<file path="src/rtl/bus_pkg.sv">
// rtl/bus_pkg.sv - shared types and constants for 68000 bus cycle termination
package bus_pkg;

  typedef enum logic [2:0] {
    ST_IDLE   = 3'd0,
    ST_DECODE = 3'd1,
    ST_WAIT   = 3'd2,
    ST_ACK    = 3'd3,
    ST_ERR    = 3'd4
  } state_t;

  // Chip-select indices double as priority: lower index wins.
  localparam logic [3:0] CS_UNMAP = 4'd0;
  localparam logic [3:0] CS_CTRL  = 4'd1;
  localparam logic [3:0] CS_PGTBL = 4'd2;
  localparam logic [3:0] CS_IO    = 4'd3;
  localparam logic [3:0] CS_GFX   = 4'd4;
  localparam logic [3:0] CS_ROM   = 4'd5;
  localparam logic [3:0] CS_RAM1  = 4'd6;
  localparam logic [3:0] CS_RAM2  = 4'd7;
  localparam logic [3:0] CS_NONE  = 4'd8;
  localparam int         CS_NUM   = 8;

  localparam int DEF_CTRL_WS  = 1;
  localparam int DEF_PGTBL_WS = 1;
  localparam int DEF_IO_WS    = 6;
  localparam int DEF_GFX_WS   = 2;
  localparam int DEF_ROM_WS   = 4;
  localparam int DEF_RAM_WS   = 2;
  localparam int DEF_TIMEOUT  = 255;
  localparam int DEF_CNT_W    = 8;

  function automatic logic [3:0] cs_pick(input logic [CS_NUM-1:0] cs);
    logic [3:0] sel;
    sel = CS_NONE;
    for (int i = CS_NUM - 1; i >= 0; i--) begin
      if (cs[i]) sel = 4'(i);
    end
    return sel;
  endfunction

endpackage

</file>
<file path="src/rtl/sync2.sv">
// rtl/sync2.sv - two-flop synchronizer with async active-low reset
module sync2 #(
  parameter logic RESET_VAL = 1'b0
) (
  input  logic i_clk,
  input  logic i_rst_n,
  input  logic i_d,
  output logic o_q
);

  logic r_meta;
  logic r_q;

  always_ff @(posedge i_clk or negedge i_rst_n) begin
    if (!i_rst_n) begin
      r_meta <= RESET_VAL;
      r_q    <= RESET_VAL;
    end else begin
      r_meta <= i_d;
      r_q    <= r_meta;
    end
  end

  assign o_q = r_q;

endmodule

</file>
<file path="src/rtl/bus_term.sv">
// rtl/bus_term.sv - 68000 bus cycle terminator with wait states and watchdog
module bus_term
  import bus_pkg::*;
#(
  parameter int CTRL_WS  = DEF_CTRL_WS,
  parameter int PGTBL_WS = DEF_PGTBL_WS,
  parameter int IO_WS    = DEF_IO_WS,
  parameter int GFX_WS   = DEF_GFX_WS,
  parameter int ROM_WS   = DEF_ROM_WS,
  parameter int RAM_WS   = DEF_RAM_WS,
  parameter int TIMEOUT  = DEF_TIMEOUT,
  parameter int CNT_W    = DEF_CNT_W
) (
  input  logic clk,
  input  logic reset_n,
  input  logic as_n,
  input  logic csunmap,
  input  logic csctrl,
  input  logic cspgtbl,
  input  logic csio,
  input  logic csgfx,
  input  logic csrom,
  input  logic csram1,
  input  logic csram2,
  input  logic gfx_ready,
  output logic map_enable,
  output logic dtack_n,
  output logic berr_n
);

  localparam logic [CNT_W-1:0] WD_LAST = CNT_W'(TIMEOUT - 1);

  state_t             r_state;
  logic [CNT_W-1:0]   r_wcnt;
  logic [CNT_W-1:0]   r_wd;
  logic               r_gfx;
  logic               r_nodev;

  state_t             w_state_nxt;
  logic [CNT_W-1:0]   w_wcnt_nxt;
  logic [CNT_W-1:0]   w_wd_nxt;
  logic               w_gfx_nxt;
  logic               w_nodev_nxt;

  logic               w_as_n_s;
  logic               w_as_s;
  logic [CS_NUM-1:0]  w_cs;
  logic [3:0]         w_sel;
  logic [CNT_W-1:0]   w_ws;

  sync2 #(.RESET_VAL(1'b1)) u_as_sync (
    .i_clk   (clk),
    .i_rst_n (reset_n),
    .i_d     (as_n),
    .o_q     (w_as_n_s)
  );

  assign w_as_s = ~w_as_n_s;
  assign w_cs   = {csram2, csram1, csrom, csgfx, csio, cspgtbl, csctrl, csunmap};
  assign w_sel  = cs_pick(w_cs);

  always_comb begin
    w_ws = '0;
    case (w_sel)
      CS_CTRL:  w_ws = CNT_W'(CTRL_WS);
      CS_PGTBL: w_ws = CNT_W'(PGTBL_WS);
      CS_IO:    w_ws = CNT_W'(IO_WS);
      CS_GFX:   w_ws = CNT_W'(GFX_WS);
      CS_ROM:   w_ws = CNT_W'(ROM_WS);
      CS_RAM1:  w_ws = CNT_W'(RAM_WS);
      CS_RAM2:  w_ws = CNT_W'(RAM_WS);
      default:  w_ws = '0;
    endcase
  end

  always_ff @(posedge clk or negedge reset_n) begin
    if (!reset_n) begin
      r_state <= ST_IDLE;
      r_wcnt  <= '0;
      r_wd    <= '0;
      r_gfx   <= 1'b0;
      r_nodev <= 1'b0;
    end else begin
      r_state <= w_state_nxt;
      r_wcnt  <= w_wcnt_nxt;
      r_wd    <= w_wd_nxt;
      r_gfx   <= w_gfx_nxt;
      r_nodev <= w_nodev_nxt;
    end
  end

  always_comb begin
    w_state_nxt = r_state;
    w_wcnt_nxt  = r_wcnt;
    w_wd_nxt    = r_wd;
    w_gfx_nxt   = r_gfx;
    w_nodev_nxt = r_nodev;
    case (r_state)
      ST_IDLE: begin
        if (w_as_s) w_state_nxt = ST_DECODE;
      end
      ST_DECODE: begin
        if (!w_as_s) begin
          w_state_nxt = ST_IDLE;
        end else begin
          w_wd_nxt    = '0;
          w_gfx_nxt   = (w_sel == CS_GFX);
          w_nodev_nxt = (w_sel == CS_NONE);
          if (w_sel == CS_UNMAP) begin
            w_state_nxt = ST_ERR;
          end else if (w_sel == CS_NONE) begin
            // Saturated and frozen: only the watchdog can end this cycle.
            w_wcnt_nxt  = '1;
            w_state_nxt = ST_WAIT;
          end else if (w_ws == '0) begin
            w_state_nxt = ST_ACK;
          end else begin
            w_wcnt_nxt  = w_ws - CNT_W'(1);
            w_state_nxt = ST_WAIT;
          end
        end
      end
      ST_WAIT: begin
        if (!w_as_s) begin
          w_state_nxt = ST_IDLE;
        end else begin
          w_wd_nxt = r_wd + CNT_W'(1);
          if (r_wd == WD_LAST) begin
            w_state_nxt = ST_ERR;
          end else if (!r_nodev && r_wcnt == '0 && (!r_gfx || gfx_ready)) begin
            w_state_nxt = ST_ACK;
          end else if (!r_nodev && r_wcnt != '0) begin
            w_wcnt_nxt = r_wcnt - CNT_W'(1);
          end
        end
      end
      ST_ACK, ST_ERR: begin
        if (!w_as_s) w_state_nxt = ST_IDLE;
      end
      default: w_state_nxt = ST_IDLE;
    endcase
  end

  always_comb begin
    map_enable = (r_state != ST_IDLE);
    dtack_n    = (r_state != ST_ACK);
    berr_n     = (r_state != ST_ERR);
  end

endmodule

</file>
<file path="config.mk">
export PLATFORM = sky130hd
export DESIGN_NAME = bus_term
export DESIGN_NICKNAME = d
export VERILOG_FILES = /design/src/rtl/bus_pkg.sv /design/src/rtl/sync2.sv /design/src/rtl/bus_term.sv
export SDC_FILE = /design/constraint.sdc
export NUM_CORES = 1
export LEC_CHECK = 0
export ABC_AREA = 1
export CAP_MARGIN = 20
export CORE_AREA = 2 2 55 67
export DETAILED_ROUTE_END_ITERATION = 7
export DIE_AREA = 0 0 57 69
export PLACE_DENSITY = 0.68
export SYNTH_ARGS = -nofsm -noshare
export SYNTH_HDL_FRONTEND = slang
export SYNTH_SLANG_ARGS = --single-unit
</file>
<file path="constraint.sdc">
create_clock -name clk -period 4.73 [get_ports clk]
set_clock_uncertainty 0.05 [all_clocks]
set_input_delay 1.419 -clock clk [delete_from_list [all_inputs] [get_ports clk]]
set_output_delay 1.419 -clock clk [all_outputs]
set_load 0.01 [all_outputs]
</file>
; ---- Word-level counts from Yosys, hierarchy flattened
; Cells that the tools add are included.
[classes]
reduce_logical = 20
n_eq_ne = 25
n_mux = 31
bitwise = 1
n_addsub = 3
[ops]
columns = operator, n
row1 = 8-bit 2-to-1 mux, 10
row2 = 4-bit 2-to-1 mux, 8
row3 = 8-bit one-hot mux with 2 select lines, 2
row4 = 3-bit one-hot mux with 4 select lines, 2
row5 = 3-bit 2-to-1 mux, 7
row6 = "4-bit by 3-bit equality test with 1-bit output, second input constant", 4
row7 = 8-bit zero test, 2
row8 = "8-bit by 1-bit subtractor with 8-bit output, second input constant", 2
row9 = "2-bit inequality test, second input constant", 7
row10 = "8-bit by 1-bit adder with 8-bit output, second input constant", 1
row11 = "4-bit by 2-bit equality test with 1-bit output, second input constant", 2
row12 = "8-bit equality test, second input constant", 1
row13 = 8-bit AND reduction, 1
row14 = 8-bit nonzero test, 1
row15 = "3-bit by 2-bit equality test with 1-bit output, second input constant", 2
row16 = "3-bit inequality test, second input constant", 2
row17 = 3-bit AND reduction, 2
row18 = "4-bit by 1-bit equality test with 1-bit output, second input constant", 1
row19 = "4-bit equality test, second input constant", 1
row20 = 4-bit zero test, 1
row21 = "4-bit by 3-bit inequality test with 1-bit output, second input constant", 1
row22 = 2-bit OR reduction, 2
row23 = "3-bit by 1-bit equality test with 1-bit output, second input constant", 1
row24 = "3-bit equality test, second input constant", 1
row25 = 12 further kinds, 16
[word_totals]
inputBits = 12
output_inout_bits = 3
reg_bits = 23
elab_cells = 87

; ---- Depth between registers and ports, before layout
; Gate-level depths: netlist (run 1).
[depth]
word_depth = 17
depth_mapped = 18
ltp_nobuf = 18

; ---- Hierarchy
; From an unflattened synthesis (run 1), not the netlist that was laid out.
[hier_totals]
cells_unflattened = 233
hier_area_um2 = 1676.6
[modules_own_cells]
columns = module, cells_each, instances, seq_area_each_um2, area_each_um2
row1 = bus_term, 231, 1, 525.5, 1624.1
row2 = sync2, 2, 1, 52.6, 52.6

; ---- Worst setup path before layout (run 1)
; OpenSTA, ideal clock, no wires.
[synth_timing]
kind = input to register
start = input port csrom
end = register r_wcnt[2]
required_ps = 4563
t_arrival_ps = 2827
path_buffers = 0
stages = 14
setup_slack_ps = 1736
setup_ps = 117
cell_sequence = inv_1 > nand2_1 > o21ai_1 > nand2_1 > inv_1 > nand3_1 > o21a_1 > ha_1 > ha_1 > nand2_1 > nor2_1 > a31oi_1 > nand2_1 > nand2_1
[synth_via]
elab_chain_cells = 15
word_cells_on_any_way = 28
classes_between = add/sub: 1 / eq/ne: 10 / mux: 12 / reduce/logical: 5
[synth_lines]
columns = element, line_no
row1 = "start, declared", bus_term.sv:22  ; input logic csrom,
row2 = 4-bit 2-to-1 mux (*) (6 in a row), bus_pkg.sv:37  ; if (cs[i]) sel = 4'(i);
row3 = 4-bit by 3-bit equality test with 1-bit output (tied with other cells), bus_term.sv:64  ; case (w_sel)
row4 = 3-bit OR reduction (no source line) or 2-bit OR reduction (tied branches), --
row5 = 3-bit one-hot mux with 4 select lines, bus_term.sv:64
row6 = 8-bit by 1-bit subtractor with 8-bit output, bus_term.sv:118  ; w_wcnt_nxt = w_ws - CNT_W'(1);
row7 = 8-bit 2-to-1 mux, bus_term.sv:115  ; end else if (w_ws == '0) begin
row8 = 8-bit 2-to-1 mux, bus_term.sv:111  ; end else if (w_sel == CS_NONE) begin
row9 = 8-bit 2-to-1 mux, bus_term.sv:109  ; if (w_sel == CS_UNMAP) begin
row10 = 8-bit 2-to-1 mux, bus_term.sv:103  ; if (!w_as_s) begin
row11 = 8-bit one-hot mux with 2 select lines, bus_term.sv:98  ; case (r_state)
row12 = "end signal, assigned", bus_term.sv:85  ; r_wcnt <= w_wcnt_nxt;
row13 = "end, declared", bus_term.sv:34  ; logic [CNT_W-1:0] r_wcnt;
; Mark *: on every way between the ends. The rest lies on a longest branch, timed or not. The select of a mux whose other input is x is not followed.
; A chain may end at the register's enable or synchronous reset.

; ---- Final worst setup path (run 1)
[layout_timing]
start = input port csctrl
end = register r_wcnt[6]
[layout_via]
elab_chain_cells = 11
word_cells_on_any_way = 24
classes_between = add/sub: 1 / eq/ne: 10 / mux: 8 / reduce/logical: 5
[layout_lines]
columns = element, line_no
row1 = "start, declared", bus_term.sv:18  ; input logic csctrl,
row2 = 4-bit 2-to-1 mux (*) (2 in a row), bus_pkg.sv:37
row3 = 4-bit by 3-bit equality test with 1-bit output (tied with other cells), bus_term.sv:64
row4 = 3-bit OR reduction (no source line) or 2-bit OR reduction (tied branches), --
row5 = 3-bit one-hot mux with 4 select lines, bus_term.sv:64
row6 = 8-bit by 1-bit subtractor with 8-bit output, bus_term.sv:118
row7 = 8-bit 2-to-1 mux, bus_term.sv:115
row8 = 8-bit 2-to-1 mux, bus_term.sv:111
row9 = 8-bit 2-to-1 mux, bus_term.sv:109
row10 = 8-bit 2-to-1 mux, bus_term.sv:103
row11 = 8-bit one-hot mux with 2 select lines, bus_term.sv:98
; Marked as above.

==> impl_metrics.toml, run 1 <==
[worst_setup_path]
critical_path_class = "input port to flop"
worstPathRequired_ns = 4.84
start_kind = "input port"
critical_path_arrival_ns = 3.56
end_kind = "flop"
cp_max_fo = 4

[placed_design]
placed_cells = 271
port_buffers = 14
place.gp.congestion = 0.762
dp_hpwl_um = 2470

[finish]
synthToLayoutAreaGrowth_pct = 15.9
num_antenna_cells = 0
mostFrequentLayoutCells = "61 x nand2_1, 31 x inv_1, 22 x nor2_1"
finalNonFillerCells = 276
final_core_util_pct = 55.2
nNetsFinal = 258
final_common_cell = "nand2_1"
drive_gt1_share_pct = 10.0

[floorplan]
fp.coreArea_sq_mm = 0.00328
die_area_sq_mm = 0.00393
die_y_um = 69
die_w_um = 57
io_pins = 15
rows = 23
start_util_pct = 47.6

[synth]
ys_ff_latch = 23
synthCells = 220
synthesis.area_sq_mm = 0.00156
synth_nets = 238
ys.warnings.count = 0
synth_cell_types = 32
synth_area_leaders = "dfrtp_1 34%, nand2_1 15%, inv_1 7.4%"
yosysTopAreaCellShare_pct = 33.6
avgSynthCellArea_sq_um = 7.10
synth-seq-area-share_pct = 37.0
synth_largest_area_cell = "dfrtp_1"

[routing]
drt-total-wl_um = 3190
drc = 0
detail_route.first_pass.iterations = 4
routedWlPerCell_um = 11.5
via_per_inst = 5.11
vias = 1411
antenna_left = 0
drtIter0Drc = 41

[clocking]
post_cts_buffers = 0
h-tree-depth = 1
cts.clk_slew.worst_paths_ns = 0.08
cts_tree = "done"
hold_buffers = 0
cts_sinks = 23
cts_resized = 0
cts_max_path_buffers = 2
cts_root_buf = "clkbuf_8"
clock_latency_ns = 0.26
cts_buffers = 3

[sta]
tightest_slew_ns = 0.423
timing.final.crit_share_pct = 72.9
finalHoldViolCount = 0
drv_slew = 0
setup_viol = 0
max_freq_mhz = 290
layout_min_cycle_time_ns = 3.45
rsz0062_at_grt = "false"
slew_headroom_pct = 71.7
fin_setup_tns_ns = 0

[global_route]
track_usage_pct = 17.3
grt_pass1_vias = 1268
grt_antenna_before_repair = 0
grt_overflow = 0
grt_max_degree = 24
grt_pass1_wl_um = 5500

[power_and_ir_drop]
power_density_mw_per_mm2 = 426
p_leak_nw = 0.899
vdd_ir_drop_max_mv = 0.236

[job]
cap_viol_max_count = 0

[hold_path]
min_path_type = "flop to flop"

[outcome]
status = "complete, no violations"
==> stage by stage <==
stage               setup slack, ns  area, sq um  hold slack [ns]  total power (W)
global placement               1.03         1750            0.296         0.000653
global route                   1.09         1810            0.317         0.000845
CTS                            1.31         1800            0.309         0.000778
finish                         1.28         1810            0.308         0.000772
detailed placement             1.04         1750            0.297         0.000654
floorplan                      1.74         1560            0.295         0.000554
==> sequential cells by signal, summed over array words and instances (netlist names) <==
signal and cells:
r_nodev 1, u_as_sync.r_meta 1, r_wd 8, r_state 3
u_as_sync.o_q 1, r_wcnt 8, r_gfx 1
==> worst paths after layout <==
check	start	end	slack [ns]	depth (start not counted)
worst max register to register	r_state[2]	r_wd[6]	2.98	5
max in group asynchronous	reset_n	u_as_sync.o_q	2.69	2
worst max-delay path	csctrl	r_wcnt[6]	1.28	12
worst min register to register	u_as_sync.r_meta	u_as_sync.o_q	0.31	0
worst min-delay path	u_as_sync.r_meta	u_as_sync.o_q	0.31	0
min in group asynchronous	reset_n	r_wd[1]	1.40	1
==> critical path, stage by stage <==
cell,delay (ns)
clkdlybuf4s50_1,0.46
nor2_1,0.14
nand2_1,0.14
nor2_1,0.22
inv_1,0.08
o21a_1,0.20
ha_1,0.20
ha_1,0.18
o21ai_0,0.29
nand2_1,0.09
nand2_1,0.08
nand2_1,0.05
==> layer usage <==
layer | routed length, um | global-route usage [%] | part of all wire, % | up-vias
li1 | - | - | - | 738
met2 | 1560 | 28.6 | 49 | 23
met4 | 34 | 4.65 | 1.1 | 0
met5 | 0 | 0 | 0 | -
met1 | 1490 | 23.5 | 47 | 646
met3 | 103 | 2.63 | 3.2 | 4
==> cells in the mapped netlist, drive strengths merged <==
master / instances
a21oi: 7
a31oi: 1
and2: 1
clkinv: 2
dfrtp: 21
dfstp: 2
ha: 6
inv: 34
mux2: 1
nand2: 67
nand3: 19
nand4: 3
nor2: 24
nor3: 5
nor4: 1
o211ai: 1
o21a: 1
o21ai: 17
o221ai: 1
o31ai: 1
or2: 1
xnor2: 3
xor2: 1
==> report_power, final <==
group,switching [W],internal [W],total [W]
clock,0.0000641,0.0000588,0.000123
sequential,0.0000584,0.000252,0.000310
combinational,0.000200,0.000138,0.000339
==> cells by family (layout without fill, tap and decap cells) <==
kind of cell | after synthesis | count (layout) | synth area share [%]
and+or+nand+nor | 121 | 121 | 36.2
buffers and inverters | 36 | 55 | 8.97
AOI/OAI and AO/OA | 29 | 29 | 10.1
DFF | 23 | 23 | 37.0
adders and majority gates | 6 | 6 | 4.80
xor gates and xnor gates | 4 | 4 | 2.24
muxes | 1 | 1 | 0.721
==> area by class of cell <==
class | count | area, sq um
timing repair buffer | 15 | 155
multi-input combinational | 161 | 845
clock buffer | 3 | 41.3
sequential | 23 | 578
fill | 325 | 1470
tap | 37 | 46.3
inverter | 36 | 140
clock inverter | 1 | 5.00
Note: power is estimated with default switching activity, not from simulation.
==> run 2, diff against run 1 <==
==> constraint.sdc (replaced) <==
create_clock -name clk -period 3.3 [get_ports clk]
set_clock_uncertainty 0.05 [all_clocks]
set_input_delay 0.99 -clock clk [delete_from_list [all_inputs] [get_ports clk]]
set_output_delay 0.99 -clock clk [all_outputs]
set_load 0.01 [all_outputs]
==> run 2 against run 1 <==
Against the previous run:
- sequential share of layout area is the same
- first-iteration DRC count decreased by 39%
- worst hold slack better by 0.0032 ns
- combinational power grew 44%
- via count is 2.2% lower
- die area unchanged
- utilization is the same
- flip-flop and latch count is the same
- critical path type unchanged
==> impl_metrics.toml, run 2 (synthesized netlist as in run 1, its figures left out) <==
[finish]
mostFrequentLayoutCells = "61 x nand2_1, 31 x inv_1, 22 x nor2_1"
fill_cells = 340
drive_gt1_share_pct = 10.4
synthToLayoutAreaGrowth_pct = 15.9
final_common_cell = "nand2_1"
reg_top3 = "r_wcnt (8), r_wd (8), r_state (3)"
design_area_sq_mm = 0.00181
regArea_sq_um = 578
num_antenna_cells = 0
nNetsFinal = 259
multi_input_area_sq_um = 845

[sta]
layout_min_cycle_time_ns = 2.95
timing.final.crit_share_pct = 89.5
rsz0062_at_grt = "false"
tightest_slew_ns = 0.412
setup_viol = 0
max_freq_mhz = 339
fin_ws_ns = 0.347
finalHoldViolCount = 0
worst_hold_slack_ns = 0.311
fin_setup_tns_ns = 0
drv_slew = 0
slew_headroom_pct = 72.5

[clocking]
cts.clk_slew.worst_paths_ns = 0.09
h-tree-depth = 1
hold_buffers = 0
cts_sinks = 23
clock_latency_ns = 0.27
cts_tree = "done"
cts_buffers = 3
cts_resized = 0
cts_max_path_buffers = 2
post_cts_buffers = 0
cts_root_buf = "clkbuf_8"

[global_route]
grt_pass1_vias = 1393
grt_antenna_before_repair = 0
track_usage_pct = 18.4
grt_max_degree = 24
grt_pass1_wl_um = 5880
grt_overflow = 0

[power_and_ir_drop]
vdd_ir_drop_max_mv = 0.358
p_leak_nw = 0.900
p_switching_w = 0.000467
comb_power_share_pct = 43.9
swShare_pct = 42.0
p_total_w = 0.00111
seqPwrFrac_pct = 40.1
p_int_w = 0.000643
power_density_mw_per_mm2 = 613
clockPowerShare_pct = 16.1

[floorplan]
die_area_sq_mm = 0.00393
fp.coreArea_sq_mm = 0.00328
io_pins = 15
die_y_um = 69
rows = 23
start_util_pct = 47.6
die_w_um = 57

[placed_design]
place.gp.congestion = 0.814
post_dp_cell_area_sq_mm = 0.00176
port_buffers = 14
place_ws_ns = 0.0667
dp_hpwl_um = 2540

[outcome]
status = "complete, no violations"

[worst_setup_path]
regToRegStartpoint = "r_state[2]"
cp_max_fo = 4
start_kind = "input port"
r2r_setup_slack_ns = 1.55
worstPathRequired_ns = 3.41
end_kind = "flop"
startpoint = "csctrl"
critical_path_class = "input port to flop"
critical_path_arrival_ns = 3.07

[routing]
routedWlPerCell_um = 11.4
drt-total-wl_um = 3170
drtIter0Drc = 25
via_per_inst = 4.98
drc = 0
detail_route.first_pass.iterations = 4
antenna_left = 0
vias = 1380

[hold_path]
hold_path.startpoint = "u_as_sync.r_meta"
min_path_type = "flop to flop"

[job]
cap_viol_max_count = 0
==> run 2: cell type report <==
cell class,instances,area share (%)
sequential,23,31.9
clock inverter,1,0.276
multi-input combinational,161,46.6
timing repair buffer,16,8.57
clock buffer,3,2.28
inverter,36,7.74
tap,37,2.56
==> run 2: path summary, 6_finish.rpt <==
kind / end / cells past startpoint
max: r_wcnt[6] / 12
min: u_as_sync.o_q / 0
max reg2reg: r_wcnt[0] / 9
min reg2reg: u_as_sync.o_q / 0
max in group asynchronous: u_as_sync.o_q / 2
min in group asynchronous: r_wd[5] / 2
==> run 2: through the flow <==
stage / std cells / utilization (%)
floorplan: 220 / -
global placement: 273 / 53.8
detailed placement: 273 / 53.8
CTS: 277 / 55.2
global route: 277 / 55.2
finish: 277 / 55.2
==> run 2: power groups by stage <==
| stage | sequential, W | combinational (W) | clock [W] |
|---|---|---|---|
| 2_1_floorplan | 0.000431 | 0.000363 | 0 |
| 3_3_place_gp | 0.000448 | 0.000486 | 0 |
| 3_5_place_dp | 0.000451 | 0.000490 | 0 |
| 4_1_cts | 0.000445 | 0.000492 | 0.000183 |
| 5_1_grt | 0.000461 | 0.000569 | 0.000195 |
| 6_report | 0.000444 | 0.000487 | 0.000179 |
==> run 2: per-layer routing <==
metal,up-vias,wire length [um],track usage [%]
met3,4,88,2.63
met5,-,0,0
li1,743,-,-
met1,617,1450,23.3
met4,0,42,4.65
met2,16,1590,32.3
==> run 2: worst max-delay path: stages <==
cell	delay [ns]
clkdlybuf4s50_1	0.46
nor2_1	0.14
nand2_1	0.13
nor2_1	0.21
inv_1	0.08
o21a_1	0.21
ha_1	0.21
ha_1	0.17
o21ai_0	0.27
nand2_1	0.10
nand2_1	0.07
nand2_1	0.04
